File: config.mk
export PLATFORM = sky130hd
export DESIGN_NAME = mem_arbiter
export DESIGN_NICKNAME = d
export VERILOG_FILES = /design/src/rtl/mem_arbiter.sv
export SDC_FILE = /design/constraint.sdc
export NUM_CORES = 1
export LEC_CHECK = 0
export BUFFER_PORTS_ARGS = -buffer_cell sky130_fd_sc_hd__buf_2
export CAP_MARGIN = 40
export CORE_AREA = 2 2 201 144
export CTS_CLUSTER_DIAMETER = 40
export DETAILED_ROUTE_END_ITERATION = 16
export DIE_AREA = 0 0 203 146
export GPL_ROUTABILITY_DRIVEN = 1
export HOLD_SLACK_MARGIN = 0.06
export PLACE_DENSITY_LB_ADDON = 0.15
export SKIP_LAST_GASP = 1
export SYNTH_ARGS = -nofsm -noshare
export SYNTH_HDL_FRONTEND = slang
export SYNTH_SLANG_ARGS = --single-unit
File: constraint.sdc
create_clock -name clk -period 8.8 [get_ports clk]
set_input_delay 2.2 -clock clk [delete_from_list [all_inputs] [get_ports clk]]
set_output_delay 2.2 -clock clk [all_outputs]
set_load 0.02 [all_outputs]
File: src/rtl/mem_arbiter.sv
// mem_arbiter: shares one byte-wide RAM port between instruction fetch and the
// memory stage, serialising 32-bit fetches and byte/half/word accesses.
// Optional build macro MEM_ARB_IBUF_EN adds a one-entry fetch buffer.
module mem_arbiter #(
  parameter int unsigned ADDR_W = 32
) (
  input  logic              clk,
  input  logic              rst,
  input  logic              if_req,
  input  logic [ADDR_W-1:0] if_addr,
  input  logic              if_flush,
  output logic              if_done,
  output logic [31:0]       if_inst,
  input  logic              mem_req,
  input  logic              mem_we,
  input  logic [1:0]        mem_len,
  input  logic [ADDR_W-1:0] mem_addr,
  input  logic [31:0]       mem_wdata,
  output logic              mem_done,
  output logic [31:0]       mem_rdata,
  input  logic [7:0]        ram_din,
  output logic [7:0]        ram_dout,
  output logic [ADDR_W-1:0] ram_a,
  output logic              ram_wr,
  output logic              busy
);

  typedef enum logic [1:0] {IDLE, IF_RD, MEM_RD, MEM_WR} state_t;

  state_t            state_q, state_d;
  logic [ADDR_W-1:0] base_q, base_d;
  logic [2:0]        nbytes_q, nbytes_d;
  logic [2:0]        cnt_q, cnt_d;
  logic [31:0]       wdata_q, wdata_d;
  logic [31:0]       asm_q, asm_d;
  logic [31:0]       if_inst_q, if_inst_d;
  logic [31:0]       mem_rdata_q, mem_rdata_d;
  logic              if_done_q, if_done_d;
  logic              mem_done_q, mem_done_d;
  logic [ADDR_W-1:0] ram_a_q, ram_a_d;
  logic [7:0]        ram_dout_q, ram_dout_d;
  logic              ram_wr_q, ram_wr_d;
  logic [2:0]        nxt;
  logic [1:0]        cap_idx;
`ifdef MEM_ARB_IBUF_EN
  logic              ib_valid_q, ib_valid_d;
  logic [ADDR_W-1:0] ib_tag_q, ib_tag_d;
  logic [31:0]       ib_word_q, ib_word_d;
`endif

  // Next-state, RAM port sequencing and result assembly.
  always_comb begin
    state_d     = state_q;
    base_d      = base_q;
    nbytes_d    = nbytes_q;
    cnt_d       = cnt_q;
    wdata_d     = wdata_q;
    asm_d       = asm_q;
    if_inst_d   = if_inst_q;
    mem_rdata_d = mem_rdata_q;
    ram_a_d     = ram_a_q;
    ram_dout_d  = ram_dout_q;
    if_done_d   = 1'b0;
    mem_done_d  = 1'b0;
    ram_wr_d    = 1'b0;
    nxt         = cnt_q + 3'd1;
    // Read data trails the address by one cycle, so step cnt captures byte cnt-1.
    cap_idx     = cnt_q[1:0] - 2'd1;
`ifdef MEM_ARB_IBUF_EN
    ib_valid_d  = ib_valid_q;
    ib_tag_d    = ib_tag_q;
    ib_word_d   = ib_word_q;
`endif
    case (state_q)
      IDLE: begin
        if (mem_req) begin
          base_d  = mem_addr;
          ram_a_d = mem_addr;
          wdata_d = mem_wdata;
          asm_d   = '0;
          cnt_d   = '0;
          case (mem_len)
            2'd0:    nbytes_d = 3'd1;
            2'd1:    nbytes_d = 3'd2;
            default: nbytes_d = 3'd4;
          endcase
          if (mem_we) begin
            state_d    = MEM_WR;
            ram_wr_d   = 1'b1;
            ram_dout_d = mem_wdata[7:0];
`ifdef MEM_ARB_IBUF_EN
            if (mem_addr[ADDR_W-1:2] == ib_tag_q[ADDR_W-1:2]) ib_valid_d = 1'b0;
`endif
          end else begin
            state_d = MEM_RD;
          end
        end else if (if_req && !if_flush) begin
`ifdef MEM_ARB_IBUF_EN
          if (ib_valid_q && (if_addr == ib_tag_q)) begin
            if_done_d = 1'b1;
            if_inst_d = ib_word_q;
          end else
`endif
          begin
            base_d   = if_addr;
            ram_a_d  = if_addr;
            nbytes_d = 3'd4;
            asm_d    = '0;
            cnt_d    = '0;
            state_d  = IF_RD;
          end
        end
      end
      IF_RD, MEM_RD: begin
        if ((state_q == IF_RD) && if_flush) begin
          state_d = IDLE;
          asm_d   = '0;
        end else begin
          cnt_d = nxt;
          if (nxt < nbytes_q) ram_a_d = base_q + ADDR_W'(nxt);
          if (cnt_q != 3'd0) asm_d[{cap_idx, 3'b000} +: 8] = ram_din;
          if (cnt_q == nbytes_q) begin
            state_d = IDLE;
            if (state_q == IF_RD) begin
              if_done_d = 1'b1;
              if_inst_d = asm_d;
`ifdef MEM_ARB_IBUF_EN
              ib_valid_d = 1'b1;
              ib_tag_d   = base_q;
              ib_word_d  = asm_d;
`endif
            end else begin
              mem_done_d  = 1'b1;
              mem_rdata_d = asm_d;
            end
          end
        end
      end
      MEM_WR: begin
        cnt_d = nxt;
        if (nxt < nbytes_q) begin
          ram_a_d    = base_q + ADDR_W'(nxt);
          ram_dout_d = wdata_q[{nxt[1:0], 3'b000} +: 8];
          ram_wr_d   = 1'b1;
        end else begin
          state_d    = IDLE;
          mem_done_d = 1'b1;
        end
      end
      default: state_d = IDLE;
    endcase
  end

  // State and registered outputs; synchronous active-high reset.
  always_ff @(posedge clk) begin
    if (rst) begin
      state_q     <= IDLE;
      base_q      <= '0;
      nbytes_q    <= '0;
      cnt_q       <= '0;
      wdata_q     <= '0;
      asm_q       <= '0;
      if_inst_q   <= '0;
      mem_rdata_q <= '0;
      if_done_q   <= 1'b0;
      mem_done_q  <= 1'b0;
      ram_a_q     <= '0;
      ram_dout_q  <= '0;
      ram_wr_q    <= 1'b0;
`ifdef MEM_ARB_IBUF_EN
      ib_valid_q  <= 1'b0;
      ib_tag_q    <= '0;
      ib_word_q   <= '0;
`endif
    end else begin
      state_q     <= state_d;
      base_q      <= base_d;
      nbytes_q    <= nbytes_d;
      cnt_q       <= cnt_d;
      wdata_q     <= wdata_d;
      asm_q       <= asm_d;
      if_inst_q   <= if_inst_d;
      mem_rdata_q <= mem_rdata_d;
      if_done_q   <= if_done_d;
      mem_done_q  <= mem_done_d;
      ram_a_q     <= ram_a_d;
      ram_dout_q  <= ram_dout_d;
      ram_wr_q    <= ram_wr_d;
`ifdef MEM_ARB_IBUF_EN
      ib_valid_q  <= ib_valid_d;
      ib_tag_q    <= ib_tag_d;
      ib_word_q   <= ib_word_d;
`endif
    end
  end

  assign if_done   = if_done_q;
  assign if_inst   = if_inst_q;
  assign mem_done  = mem_done_q;
  assign mem_rdata = mem_rdata_q;
  assign ram_a     = ram_a_q;
  assign ram_dout  = ram_dout_q;
  assign ram_wr    = ram_wr_q;
  assign busy      = (state_q != IDLE);

endmodule

======== After elaboration in Yosys (flattened, before gate mapping) ========
Index checks and enable logic that the tools add are counted.
word-level totals
  flip-flop bits (word level) ............. 211
  bits in latches ......................... 0
  RAM bits ................................ 0
  memory bits (read-only) ................. 0
  input port bits ......................... 112
  output and inout port bits .............. 108
  logic and storage cells ................. 96
  memories ................................ 0
operators by class
  add/sub/neg operators ................... 4
  multiply operators ...................... 0
  divide/modulo/power cells ............... 0
  order comparisons ....................... 1
  eq/ne operators ......................... 12
  shifts and indexed selects .............. 3
  muxes and demuxes ....................... 39
  bitwise logic cells ..................... 4
  reductions and logical operators ........ 20
operators by type and width
  operator                                                                 number
  32-bit 2-to-1 mux                                                        8
  32-bit one-hot mux with 3 select lines                                   1
  32-bit one-hot mux with 2 select lines                                   1
  32-bit by 3-bit adder with 32-bit output                                 1
  32-bit bitwise mux                                                       1
  8-bit by 7-bit variable shift with 32-bit output (first input constant)  1
  32-bit by 6-bit variable part select with 8-bit output                   1
  8-bit by 7-bit variable part select with 32-bit output                   1
  8-bit 2-to-1 mux                                                         3
  8-bit one-hot mux with 2 select lines                                    1
  3-bit 2-to-1 mux                                                         5
  4-bit AND reduction                                                      3
  2-bit 2-to-1 mux                                                         5
  2-bit != test (second input constant)                                    5
  1-bit 2-to-1 mux                                                         9
  3-bit one-hot mux with 3 select lines                                    1
  2-bit AND reduction                                                      4
  2-bit nonzero test                                                       4
  5-bit negator with 7-bit output                                          1
  3-bit != test (second input constant)                                    2
  2-bit one-hot mux with 3 select lines                                    1
  3-bit one-hot mux with 2 select lines                                    1
  2-bit by 1-bit == test with 1-bit output (second input constant)         2
  2-bit == test (second input constant)                                    2
  other kinds (13)                                                         19

======== Depth between registers and ports, before layout ========
  depth after elaboration ................. 7
  mapped depth ............................ 12
  depth with buffers taken out ............ 9

======== Worst setup path before layout ========
Ideal clock, no wire load.
  kind .................................... input-to-reg
  start point ............................. input mem_req
  end point ............................... register ram_a_q[16] (netlist: ram_a[16])
  library setup time ...................... 0.095 ns
  data arrival time ....................... 3.397 ns
  required time ........................... 8.705 ns
  setup slack ............................. 5.307 ns
  stages .................................. 7
  path buffers ............................ 2
  cell sequence ........................... nand2b_1 > nor2_1 > or3_1 > clkbuf_1 > buf_2 > nand2_1 > a221oi_1
between the ends
  word-level cells in the longest chain between the ends .. 2
  elaborated cells between the ends (all ways) .. 4
  classes of those cells .................. eq/ne (1); mux (2); reduce/logical (1)
RTL lines
  what                                                                           RTL line  source
  start: declaration                                                             14        input logic mem_req,
  32-bit 2-to-1 mux or 3-bit != test (tied branches)                             n/a
  32-bit one-hot mux with 3 select lines or 2-bit AND reduction (tied branches)  n/a
  end signal: assignment                                                         186       ram_a_q <= ram_a_d;
  end: declaration                                                               40        logic [ADDR_W-1:0] ram_a_q, ram_a_d;
Parallel ways exist; a longest one is shown, timed or not.
A chain may end at the register's enable or synchronous reset.

======== Worst setup path after layout ========
  start point ............................. register state_q[0]
  end point ............................... output busy
between the ends
  word-level cells in the longest chain between the ends .. 1
RTL lines
  what                      RTL line  source
  start: declaration        30        state_t state_q, state_d;
  start signal: assignment  176       state_q <= state_d;
  2-bit nonzero test        204       assign busy = (state_q != IDLE);
  end: declaration          25        output logic busy
No other way between the ends.

==> out/metrics.yaml <==
status: "complete, no violations"
routed.top_layer: "met4"
start_util_pct: 35.9
synth-edff-count: 0
power_density_mw_per_mm2: 339
clock-sinks: 211
nets: 1406
clock_latency_ns: 0.51
cts_tree: "done"
yosys_warnings: 0
setup_viol: 0
crit_path_end_kind: "output port"
cp_num_buf_inv: 3
die_w_um: 203
finalCritPeriodShare_pct: 47.2
critical_path_class: "reg2out"
finalHoldViolations: 0
cp_max_fo: 17
vias_per_cell: 5.24
fp.dieArea_sq_mm: 0.0296
final_cell_mix: "buf_2 (219), dfxtp_1 (211), nor2_1 (154)"
fin_tns_setup_ns: 0
synthesis.nets: 1221
route.met2.wl_um: 11900
slew_headroom_pct: 37.5
clk_pin_slew_worst_paths_ns: 0.05
grt_first_pass_wirelength_um: 46500
num_vias: 8805
cellLeakagePower_uw: 0.00505
rsz0062_at_grt: "false"
place_hpwl_um: 20600
synth_top_area_share_pct: 42.8
hp-class: "reg2reg"
synth_cell_types: 67
wl_met1_um: 15300
drt_pass1_iterations: 5
netlist_instances: 1093
final_common_cell: "buf_2"
synth-async-reset-ratio_pct: 0
placed_area_sq_mm: 0.0112
tightest_slew_ns: 0.934
antenna_found_initial: 3
post-route-util_pct: 45.7
drt_iter0_drc: 604
worst_slack_ns: 4.65
wl_per_cell_um: 17.7
grt_pass1_vias: 8217
final_area_sq_mm: 0.0126
cts_resized: 0
ios: 220
htreeDepth: 2
io_buffer_count: 219
die_h_um: 146
syn_to_final_growth_pct: 27.2
slowest_delay_ns: 0.49
core_sq_mm: 0.0275
slew_violations: 0
drc: 0
netlist_area_sq_mm: 0.00987
detail-route-antenna-nets: 0
cts_hold_buf: 0
place_congestion: 0.775
fin_worst_skew_ns: 0.0127
grt.overflow.total: 0
cp-start-kind: "flip-flop"
cap_violations: 0
wl_um: 29800
synth.area.top_cells: "dfxtp_1 (43%), nor2_1 (5.9%), a211oi_1 (5.6%)"
fmax_ghz: 0.241
fin_crit_ns: 4.15
grt_start_max_net_pins: 79
layout-drive-gt1-share_pct: 27.5
cts_buffers: 34
post_cts_buffers: 0
synth-seq-cells: 211
yosysSeqAreaShare_pct: 42.8
place_ws_ns: 4.17
grt_usage_pct: 19.6
cp_top_family: "buffers and inverters"
clock_path_buffers: 3
synth_area_leader_cell: "dfxtp_1"
arrival_ns: 1.95
cts_root_buffer: "clkbuf_16"
placementRows: 51
vdd_ir_drop_max_mv: 0.164
cp.required_ns: 6.60
synth_area_per_cell_sq_um: 9.03
worstPathCellList: "inv_1, ha_2, clkinv_1, buf_2"
yosys_most_used_dff: "dfxtp_1"
wl_met3_um: 2060
cp_slowest_cell: "clkinv_1"
-- power breakdown --
group | leakage [uW] | total (uW) | internal, uW | switching, uW
combinational | 0.00270 | 1440 | 499 | 937
clock | 0.000623 | 1500 | 980 | 520
sequential | 0.00173 | 1320 | 1180 | 146
-- worst reg2reg max path: stages (launching register included) --
cell and delay [ns]:
dfxtp_1 0.45, inv_1 0.14, ha_1 0.56, inv_1 0.17
fa_1 0.45, nor2b_1 0.31, o2111ai_1 0.15, buf_4 0.22
nor4_1 0.32, xor2_1 0.25, o221a_2 0.21
-- per-stage QoR --
| stage | hold WS (ns) | power (uW) | std cells |
|---|---|---|---|
| 6_report | 0.451 | 4260 | 1679 |
| 5_1_grt | 0.471 | 4510 | 1677 |
| 4_1_cts | 0.454 | 4310 | 1674 |
| 3_5_place_dp | 0.445 | 2790 | 1612 |
| 3_3_place_gp | 0.437 | 2740 | 1607 |
| 2_1_floorplan | 0.433 | 2310 | 1093 |
-- layout make-up --
class	instances	area, sq um
clock buffer	40	967
sequential	211	4220
timing repair buffer	238	1330
multi-input combinational	773	5160
antenna	4	10.0
tap	371	464
fill	2745	14900
clock inverter	22	327
inverter	20	75.1
-- layer usage --
metal  vias to the layer above  GRT usage [%]
met1                      4137           30.0
met5                         -              0
met4                         0           5.40
met2                       237           26.7
li1                       4387              -
met3                        44           5.04
-- cells by family (layout without fill, tap and decap cells) --
logic type	after synthesis	after routing	share of synthesized area, %
and+or+nand+nor	353	353	16.1
AOI/OAI and AO/OA	327	327	25.4
DFF	211	211	42.8
buffers and inverters	109	320	5.12
muxes	50	50	6.08
xor gates and xnor gates	27	27	2.40
adders and majority gates	16	16	2.10
other	0	4	0
-- state kept, by name (all words and copies together) (netlist names) --
signal	count
if_done	1
mem_done	1
wdata_q	32
ram_dout	8
ram_wr	1
state_q	2
asm_q	32
base_q	32
ram_a	32
nbytes_q	3
mem_rdata	32
cnt_q	3
if_inst	32
-- Yosys cell counts (4+ instances only) --
cell type and n:
xnor2_1 19, nand2_1 121, or4_1 5, nor2_1 155
a21oi_1 64, o31ai_1 6, and3_1 5, a22o_1 24
a2bb2oi_1 4, a211oi_2 33, o22ai_1 8, buf_2 23
and4_1 5, nor3_1 10, nand2b_1 10, dfxtp_1 211
a31oi_1 7, xor2_1 8, o21ai_0 9, nand3_1 15
buf_6 6, nor4_1 6, mux2i_1 42, ha_1 15
a211oi_1 74, o211ai_1 12, a22oi_1 58, mux4_2 8
inv_1 19, clkbuf_1 51, buf_4 6
-- worst paths after layout --
check         endpoint        from  slack (ns)  cells after the start
max reg2reg  ram_a[26]    cnt_q[1]        5.52                     10
min reg2reg   ram_a[5]    ram_a[5]        0.45                      2
min           ram_a[5]    ram_a[5]        0.45                      2
max               busy  state_q[0]        4.65                      4
Power figures use the tool's default switching activity.
